### src/rtl/rv_prefetch_unit.sv
// rv_prefetch_unit: decoupled instruction fetcher for the rv32e core family.
// Issues 4-byte reads to the SPI memory controller, buffers {pc, instruction}
// pairs in a DEPTH-entry FIFO and hands them to the sequencer over valid/ready.
// A redirect reloads the fetch PC, flushes the buffer and discards the data of
// any transfer still in flight.
module rv_prefetch_unit #(
  parameter int                ADDR_W   = 25,
  parameter int                DEPTH    = 2,
  parameter logic [ADDR_W-1:0] RESET_PC = '0
) (
  input  logic              clk,
  input  logic              rst_n,
  output logic              mem_start_request,
  input  logic              mem_request_done,
  input  logic [31:0]       mem_fetched_value,
  output logic [ADDR_W-1:0] mem_target_address,
  output logic [2:0]        mem_num_bytes,
  output logic              instr_valid,
  input  logic              instr_ready,
  output logic [31:0]       instr_data,
  output logic [ADDR_W-1:0] instr_pc,
  input  logic              redirect_valid,
  input  logic [ADDR_W-1:0] redirect_pc,
  input  logic              halt,
  output logic              busy
);

  localparam int PTR_W = (DEPTH > 1) ? $clog2(DEPTH) : 1;
  localparam int CNT_W = $clog2(DEPTH + 1);
  localparam logic [CNT_W-1:0] DEPTH_C = CNT_W'(DEPTH);

  typedef enum logic [1:0] {
    IDLE    = 2'd0,
    REQ     = 2'd1,
    RELEASE = 2'd2,
    DRAIN   = 2'd3
  } state_t;

  state_t            state;
  logic [ADDR_W-1:0] fetch_pc;
  logic [ADDR_W-1:0] redirect_aligned;

  logic [31:0]       data_mem [DEPTH];
  logic [ADDR_W-1:0] pc_mem   [DEPTH];
  logic [PTR_W-1:0]  wr_ptr;
  logic [PTR_W-1:0]  rd_ptr;
  logic [CNT_W-1:0]  count;

  logic push;
  logic pop;

  // Pointer advance that wraps at DEPTH (DEPTH need not fill the pointer range).
  function automatic logic [PTR_W-1:0] ptr_next(input logic [PTR_W-1:0] p);
    if (p == PTR_W'(DEPTH - 1)) begin
      return '0;
    end
    return p + PTR_W'(1);
  endfunction

  // Instructions are always word aligned, so the low address bits of a
  // redirect target are dropped here rather than trusted.
  assign redirect_aligned = redirect_pc & ~ADDR_W'(3);

  // A redirect outranks both ends of the FIFO: the landing data and any
  // same-cycle pop of now-stale contents are both suppressed.
  assign push = (state == REQ) && mem_request_done && !redirect_valid;
  assign pop  = instr_valid && instr_ready && !redirect_valid;

  assign instr_valid   = (count != '0);
  assign instr_data    = data_mem[rd_ptr];
  assign instr_pc      = pc_mem[rd_ptr];
  assign busy          = (state != IDLE);
  assign mem_num_bytes = 3'd4;

  // Fetch FSM: owns the fetch PC and the request/address lines to the controller.
  always_ff @(posedge clk) begin
    if (!rst_n) begin
      state             <= IDLE;
      mem_start_request <= 1'b0;
      fetch_pc          <= RESET_PC;
    end else begin
      if (redirect_valid) begin
        fetch_pc <= redirect_aligned;
      end
      case (state)
        IDLE: begin
          if (!halt && !redirect_valid && (count < DEPTH_C)) begin
            state              <= REQ;
            mem_start_request  <= 1'b1;
            mem_target_address <= fetch_pc;
          end
        end
        REQ: begin
          if (redirect_valid) begin
            // The controller cannot be aborted; finish the transfer and drop it.
            if (mem_request_done) begin
              mem_start_request <= 1'b0;
              state             <= RELEASE;
            end else begin
              state <= DRAIN;
            end
          end else if (mem_request_done) begin
            fetch_pc          <= fetch_pc + ADDR_W'(4);
            mem_start_request <= 1'b0;
            state             <= RELEASE;
          end
        end
        DRAIN: begin
          if (mem_request_done) begin
            mem_start_request <= 1'b0;
            state             <= RELEASE;
          end
        end
        RELEASE: begin
          // Guarantees start is seen low before the next transfer begins.
          if (!mem_request_done) begin
            state <= IDLE;
          end
        end
        default: begin
          state <= IDLE;
        end
      endcase
    end
  end

  // FIFO occupancy and pointers; a redirect empties the buffer.
  always_ff @(posedge clk) begin
    if (!rst_n) begin
      wr_ptr <= '0;
      rd_ptr <= '0;
      count  <= '0;
    end else if (redirect_valid) begin
      wr_ptr <= '0;
      rd_ptr <= '0;
      count  <= '0;
    end else begin
      if (push) begin
        wr_ptr <= ptr_next(wr_ptr);
      end
      if (pop) begin
        rd_ptr <= ptr_next(rd_ptr);
      end
      case ({push, pop})
        2'b10:   count <= count + CNT_W'(1);
        2'b01:   count <= count - CNT_W'(1);
        default: count <= count;
      endcase
    end
  end

  // FIFO storage; contents are qualified by count, so no reset is needed.
  always_ff @(posedge clk) begin
    if (push) begin
      data_mem[wr_ptr] <= mem_fetched_value;
      pc_mem[wr_ptr]   <= fetch_pc;
    end
  end

endmodule
### config.mk
export PLATFORM = sky130hd
export DESIGN_NAME = rv_prefetch_unit
export DESIGN_NICKNAME = d
export VERILOG_FILES = /design/src/rtl/rv_prefetch_unit.sv
export SDC_FILE = /design/constraint.sdc
export NUM_CORES = 1
export LEC_CHECK = 0
export CELL_PAD_IN_SITES_DETAIL_PLACEMENT = 1
export CELL_PAD_IN_SITES_GLOBAL_PLACEMENT = 2
export CORE_ASPECT_RATIO = 1.5
export CORE_MARGIN = 4
export CORE_UTILIZATION = 31
export DETAILED_ROUTE_END_ITERATION = 8
export PLACE_DENSITY = 0.83
export SLEW_MARGIN = 0
export SYNTH_ARGS = -nofsm -noshare
export SYNTH_HDL_FRONTEND = slang
export SYNTH_SLANG_ARGS = --single-unit
### constraint.sdc
create_clock -name clk -period 4.06 [get_ports clk]
set_input_delay 0.812 -clock clk [delete_from_list [all_inputs] [get_ports clk]]
set_output_delay 0.812 -clock clk [all_outputs]
set_load 0.02 [all_outputs]
Word level (Yosys, flattened, before mapping)
Memories as Yosys holds them, arrays and structs flattened. A register that Yosys moved wholly into a read port is not among the register bits. Cells that the tools add are included.

Bits in registers: 57. Bits in writable memories: 114. Input bits: 63. Output and inout bits: 88. Logic and storage cells: 74. Memories: 2.

Memory list: data_mem (depth 2, bits a word 32, rd ports 1, clocked after Yosys merged registers in 1, write ports 1, RTL line 43) `logic [31:0] data_mem [DEPTH];`; pc_mem (depth 2, bits a word 25, rd ports 1, clocked after Yosys merged registers in 1, write ports 1, RTL line 44) `logic [ADDR_W-1:0] pc_mem [DEPTH];`.

$add $sub $neg: 5. $lt $le $gt $ge: 1. Equality and inequality tests: 8. Multiplexer cells: 32. Bitwise gates (word level): 1. Reduce and logical (&&, ||, !) cells: 18.

Operator list (number): $mux 25 (4); $add 25x3->25 const B (1); $mux 1 (21); $mux 2 (4); $pmux 2 s4 (1); $reduce_bool 2->1 (4); $eq 2x2->1 const B (3); $logic_and 1x1->1 (6); $reduce_and 3->1 (2); $eq 2x1->1 const B (2); $ne 2x2->1 const B (2); $pmux 2 s2 (1); $reduce_or 2->1 (2); $add 1x1->1 const B (2); $add 2x1->2 const B (1); $logic_not 1->1 (2); $logic_not 2->1 (1); $lt 2x2->1 const B (1); $ne 2x1->1 const B (1); $pmux 1 s2 (1); $reduce_and 2->1 (1); $sub 2x1->2 const B (1); $not 1->1 (1).

Longest topological paths before layout
Gate-level depths: netlist of run 1.

Depth after elaboration: 9. Gate-level depth with buffers: 8. Depth with buffers taken out: 7.

Worst setup path after synthesis of run 1
Ideal clock, no wire load.

Path kind: input -> register. From: input redirect_valid. To: memory data_mem[0][0] (enable). Setup time: 472 ps. Arrival: 3932 ps. Data required time: 3588 ps. Setup slack: -344 ps. Stages: 5. Path buffers: 2. Cell sequence: buf_2 -> and4bb_2 -> inv_2 -> clkbuf_1 -> nor2_1.

Word-level cells in the longest chain between the ends: 4.

RTL lines: start: declaration (RTL line 22) `input logic redirect_valid,`; $logic_not 1->1 (RTL line 66) `assign push = (state == REQ) && mem_request_done && !redirect_valid;`; $logic_and 1x1->1 (RTL line 66); $mux 1 (RTL line 154) `if (push) begin`; $mux 1 (implied by the code) (RTL line 155) `data_mem[wr_ptr] <= mem_fetched_value;`; end: declaration (RTL line 43).

Every way passes these cells.

==> summary.md, run 1 <==
| Metric | Value |
|---|---|
| Status | completed |
| Synthesized cell area | 6740 um^2 |
| Unrepaired setup endpoints after global routing | no |
| Slew Limit Fails | 0 |
| First-pass GRT wire length | 26,400 um |
| Final TNS setup | 0 ns |
| Yosys warnings | 0 |
| Synth area leader | edfxtp_1 |
| Die area | 24,200 um^2 |
| Mux contribution to synthesized area | 11.3% |
| Utilization after layout | 42.8% |
| VDD IR max | 0.270 mV |
| Power density over the cells | 408 nW/um^2 |
| FFs w/ async S/R, synth | 0% |
| Setup crit end kind | primary output |
| Worst Path Buf+Inv | 2 |
| DRC viols | 0 |
| DR pass1 iterations | 4 |
| Initial Utilization | 31.8% |
| Sequential share of the synthesized area | 71.7% |
| I/O pin count | 151 |
| Final period util | 78.7% |
| Fmax | 313 MHz |
| DR vias/cell | 4.88 |
| Compound-gate portion of the synthesized area | 5.83% |
| Vias | 4,262 |
| CP arrival | 2.38 ns |
| CTS Hold Bufs | 0 |
| Delay of the slowest critical-path stage | 0.67 ns |
| Total grt overflow | 0 |
| Mapped Cells | 441 |
| Area contributors post-synth | edfxtp_1, mux2_2, dfxtp_1 |
| Detailed Place HPWL | 11,900 um |
| Std cell rows | 65 |
| Minimum clock period | 3.20 ns |
| Post-place setup slack | 0.851 ns |
| Die Width | 128 um |
| EDFF count, synth | 139 |
| XOR/XNOR share of the synthesized area | 0.909% |
| Final setup vio count | 0 |
| Clock sinks | 172 |
| Crit-path cells | buf_12 -> mux2_2 -> clkdlybuf4s50_1 |
| CTS Buf Count | 17 |
| Post-synth top area share | 61.9% |
| Distinct cells, synth | 46 |
| Starting DRT DRC Count | 301 |
| CP top delay family | buffers and inverters |
| Most used DFF post-synth | edfxtp_1 |
| Post-Layout Cell Count | 873 |
| Die H | 189 um |
| Endpoints failing hold | 0 |
| Largest family of logic cells by synthesized area | multiplexers |
| Wirelength per Cell | 19.5 um |
| Post-Route WL | 17,100 um |
| Core footprint | 21,200 um^2 |
| Initial antenna violation count | 0 |
| Fin nets | 657 |
| RD Place Congestion | 0.750 |
| Vias in the first global route | 4,724 |
| CTS tree | done |
| Setup Skew | 0.0149 ns |
| Most common cell in the netlist | edfxtp_1 |
| # Max-Cap Violations | 0 |
| Post-synthesis adder-cell area fraction | 0.371% |
| Avg Inst Size Synth | 15.3 um^2 |
| Final worst slack | 0.864 ns |
| Total global-route track usage | 14.4% |
| CP Max Fanout | 38 |
| Layout cells sized above 1 | 18.7% |
| Crit Path Class | reg2out |
| Rel. slew slack | 51.5% |
| Leak pwr | 2.97 nW |
| Synth Area in Simple Gates | 7.79% |
| Hold/Removal Path Class | reg2reg |
| Critical Path RT | 3.25 ns |
| I/O Buffers | 145 |
| H-tree depth | 4 |
| Antenna viol nets, final | 0 |
| CTS clk-pin slew, worst paths | 0.07 ns |
| N_diodes | 0 |
| Placed Cells | 841 |
| CP max stage cell | dfxtp_2 |
| Actual slew at the worst max-slew pin | 0.721 ns |
| Startpoint types | flop |
| Area Overhead vs Synth | 34.8% |
| Most common library cells after synthesis | edfxtp_1, mux2_2, dfxtp_1 |
| Clk buf depth | 2 |
| Pin count of the biggest net entering global routing | 58 |
| CTS root buf | clkbuf_16 |
| Setup bufs post-CTS | 0 |
| Post-CTS resize count | 0 |
| Post-synthesis register bit count | 172 |
| Worst-Skew Late Latency | 0.43 ns |
==> kinds of logic (layout without fill, tap and decap cells) <==
logic type	count (synthesis)	count (layout)
adder cells (fa/ha/maj)	2	2
flip-flops	172	172
multiplexers	68	68
AND/OR/NAND/NOR	99	99
buffers and inverters	30	193
XOR/XNOR	7	7
other	2	3
AO/OA/AOI/OAI	61	61
==> layout make-up <==
type	count	area [um^2]
Timing Repair Buffer	153	1540
Tap cell	268	335
Fill cell	2113	12100
Multi-Input combinational cell	240	1800
Inverter	8	30.0
Clock inverter	13	118
Sequential cell	172	4840
Clock buffer	19	433
==> metal layers <==
layer  wire, um  global-route usage [%]
met5          0                       0
met4        325                    5.27
met2       9980                    27.6
met3        634                    2.84
met1       6120                    15.0
==> stage by stage <==
step | power [mW] | hold slack, ns | area, um^2
floorplan | 2.10 | 0.426 | 6760
global placement | 2.22 | 0.441 | 8540
detailed placement | 2.23 | 0.456 | 8540
CTS | 3.76 | 0.465 | 9090
global route | 3.86 | 0.491 | 9090
finish | 3.71 | 0.458 | 9090
==> report_power, final <==
group / total, mW / internal [mW] / switching (mW)
Combinational: 0.217 / 0.115 / 0.102
Clock: 1.51 / 0.846 / 0.668
Sequential: 1.98 / 1.94 / 0.0384
Total: 3.71 / 2.90 / 0.809
==> worst reg2reg max path, delay by kind of cell, from the launching register on <==
| family | cells | cell delay, ns |
|---|---|---|
| AND/OR/NAND/NOR | 3 | 0.99 |
| flip-flops | 1 | 0.55 |
| adder cells (fa/ha/maj) | 1 | 0.34 |
| AO/OA/AOI/OAI | 1 | 0.16 |
==> cells in the final DEF (no fill, tap or decap), types with 5 or more instances in the layout <==
master           instances
edfxtp_1               139
nor3_1                   8
nand4_1                  9
nand3_1                 10
a311oi_1                 5
and2_1                   7
inv_1                    7
nand2_1                 17
a211oi_1                 7
nor4_1                   8
xnor2_1                  5
o21ai_0                 14
a31oi_1                  5
clkdlybuf4s50_1        145
clkbuf_16               17
dfxtp_1                 32
buf_4                    6
nor2_1                  16
a21oi_1                 16
mux2_2                  64
==> registers in the layout, indices dropped and copies added (netlist names), named ones only <==
signal / cells
count: 2
mem_target_address: 25
rd_ptr: 1
fetch_pc: 25
state: 2
mem_start_request: 1
data_mem: 64
wr_ptr: 1
pc_mem: 50
==> path summary, 6_finish.rpt <==
kind               start      endpoint  slack, ns  depth (start not counted)
max reg2reg  fetch_pc[2]  fetch_pc[20]       1.89                          5
min          fetch_pc[0]   fetch_pc[0]       0.46                          2
max                 flop  instr_pc[16]       0.86                          3
min reg2reg  fetch_pc[0]   fetch_pc[0]       0.46                          2
No activity file was read; power rests on OpenSTA's default activity.
==> run 2: changes to the inputs <==
==> constraint.sdc (replaced) <==
create_clock -name clk -period 2.9 [get_ports clk]
set_input_delay 0.58 -clock clk [delete_from_list [all_inputs] [get_ports clk]]
set_output_delay 0.58 -clock clk [all_outputs]
set_load 0.02 [all_outputs]
==> run 2 against run 1 <==
  * Setup slack lost 0.63 ns
  * Critical endpoint unchanged
  * Clock power increased by 62%
  * Clock skew down 0.0032 ns
  * Worst hold slack improved by 0.00069 ns
  * Register-to-register slack lost 1.1 ns
==> summary.md, run 2 (synthesized netlist as in run 1, its figures left out) <==
| Metric | Value |
|---|---|
| WHS | 0.458 ns (+0.000688 ns) |
| Utilization after layout | 43.3% (+0.52 points) |
| Largest register FFs | 64 (unchanged) |
| Post-Layout Cell Count | 875 (+0.23%) |
| FILL cells | 2,110 (-0.14%) |
| Hold path cells | 2 (unchanged) |
| R2R cell count | 5 (unchanged) |
| DR vias/cell | 4.87 (-0.18%) |
| Hold/Removal Path Class | reg2reg |
| WHS Endpoint | fetch_pc[1] |
| Initial Utilization | 31.8% (unchanged) |
| Layout cells sized above 1 | 18.6% (-0.062 points) |
| VDD IR max | 0.395 mV (+47%) |
| N_diodes | 0 (unchanged) |
| Fin nets | 659 (+0.30%) |
| Unrepaired setup endpoints after global routing | no |
| Most common cell after layout, fill and taps aside | clkdlybuf4s50_1 |
| Worst-Skew Late Latency | 0.43 ns (about the same) |
| Die area | 24,200 um^2 (unchanged) |
| Wirelength per Cell | 19.3 um (-1.5%) |
| FF-to-FF setup slack | 0.79 ns (-1.10 ns) |
| Core footprint | 21,200 um^2 (unchanged) |
| Post-DP Area | 8570 um^2 (+0.32%) |
| Initial antenna violation count | 0 (unchanged) |
| Placed Cells | 843 (+0.24%) |
| Vias | 4,264 (+0.047%) |
| Power density over the cells | 600 nW/um^2 (+47%) |
| Actual slew at the worst max-slew pin | 0.736 ns (+0.0154 ns) |
| CTS Hold Bufs | 0 (unchanged) |
| Antenna viol nets, final | 0 (unchanged) |
| Clk buf depth | 2 (unchanged) |
| RR Startpoint | fetch_pc[2] |
| Area Overhead vs Synth | 36.4% |
| Final setup vio count | 0 (unchanged) |
| Minimum clock period | 2.66 ns |
| Die H | 189 um (unchanged) |
| DRC viols | 0 (unchanged) |
| Slew Limit Fails | 0 (unchanged) |
| CTS clk-pin slew, worst paths | 0.07 ns (about the same) |
| Leak pwr | 3.03 nW (+1.9%) |
| Post-CTS resize count | 0 (unchanged) |
| Vias in the first global route | 4,799 (+1.6%) |
| H-tree depth | 4 (unchanged) |
| CP Max Fanout | 57 (+50%) |
| Final period util | 91.8% |
| Status | completed |
| Die Width | 128 um (unchanged) |
| CTS tree | done |
| CTS root buf | clkbuf_16 |
| Rel. slew slack | 50.5% (-1.0 points) |
| Pin count of the biggest net entering global routing | 58 (unchanged) |
| I/O Buffers | 145 (unchanged) |
| Final TNS setup | 0 ns (unchanged) |
| CTS Buf Count | 17 (unchanged) |
| First-pass GRT wire length | 26,200 um (-0.63%) |
| Final design area excluding fillers | 9200 um^2 (+1.2%) |
| Setup Skew | 0.0117 ns (-0.00323 ns) |
| Total global-route track usage | 14.2% (-0.17 points) |
| R2r endpoint | fetch_pc[22] |
| Detailed Place HPWL | 11,500 um (-3.2%) |
| Setup bufs post-CTS | 0 (unchanged) |
| Startpoint types | flop |
| Endpoints failing hold | 0 (unchanged) |
| Post-place setup slack | 0.301 ns (-0.550 ns) |
| Post-Route WL | 16,800 um (-1.3%) |
| Critical Path RT | 2.32 ns (-0.93 ns) |
| # Max-Cap Violations | 0 (unchanged) |
| Most frequent cells in the layout | clkdlybuf4s50_1, edfxtp_1, mux2_2, dfxtp_1 |
| Top flop regs | data_mem (64), pc_mem (50) |
| Starting DRT DRC Count | 259 (-14%) |
| Setup crit end kind | primary output |
| Std cell rows | 65 (unchanged) |
| I/O pin count | 151 (unchanged) |
| Total grt overflow | 0 (unchanged) |
| RD Place Congestion | 0.715 (-4.7%) |
| Hold Startpoint | fetch_pc[1] |
| Crit Path Class | reg2out |
| Pwr Total | 5.52 mW (+49%) |
| CP arrival | 2.08 ns (-0.30 ns) |
| Final worst slack | 0.239 ns (-0.626 ns) |
| DR pass1 iterations | 4 (unchanged) |
| Clock sinks | 172 (unchanged) |
| Fmax | 376 MHz |
| Biggest register | data_mem |
## run 2: cell types whose count changed in the layout (fill, tap and decap cells not counted)
cell and change:
buf_4 +1, clkinv_2 -1, bufinv_16 +4, clkbuf_1 +2
clkinvlp_4 -3, inv_6 -2, buf_12 +1
## run 2: critical path, cell delays in order (launching register included)
cell and delay (ns):
dfxtp_2 0.35, buf_12 0.28, mux2_2 0.38, clkdlybuf4s50_1 0.58
## run 2: power breakdown
group	internal (mW)	switching [mW]
clock network	1.53	0.918
logic	0.162	0.142
registers	2.71	0.0525
total	4.41	1.11
## run 2: worst max path at each step
| stage | slack [ns] | depth (start not counted) | end | startpoint |
|---|---|---|---|---|
| after detailed placement | 0.30 | 5 | pc_mem[1][19] | mem_request_done |
| final | 0.24 | 3 | instr_pc[16] | flop |
| after global routing | 0.17 | 3 | instr_pc[16] | flop |
| after global placement | 0.35 | 6 | count[1] | mem_request_done |
| after CTS | 0.20 | 3 | instr_pc[16] | flop |
| after floorplan | 0.31 | 5 | data_mem[0][0] | redirect_valid |
## run 2: metal layers
layer,wire [um],track usage [%]
met1,6250,15.0
met2,9550,26.7
met3,647,2.81
met4,399,6.13
met5,0,0
## run 2: area by class of cell
type,count,area [um^2],area share (%)
clock buffers,21,440,4.79
clock inverters,11,193,2.09
well taps,268,335,3.65
repair buffers,155,1560,17.0
inverters,8,30.0,0.326
flip-flops and latches,172,4840,52.6
multi-input cells,240,1800,19.6
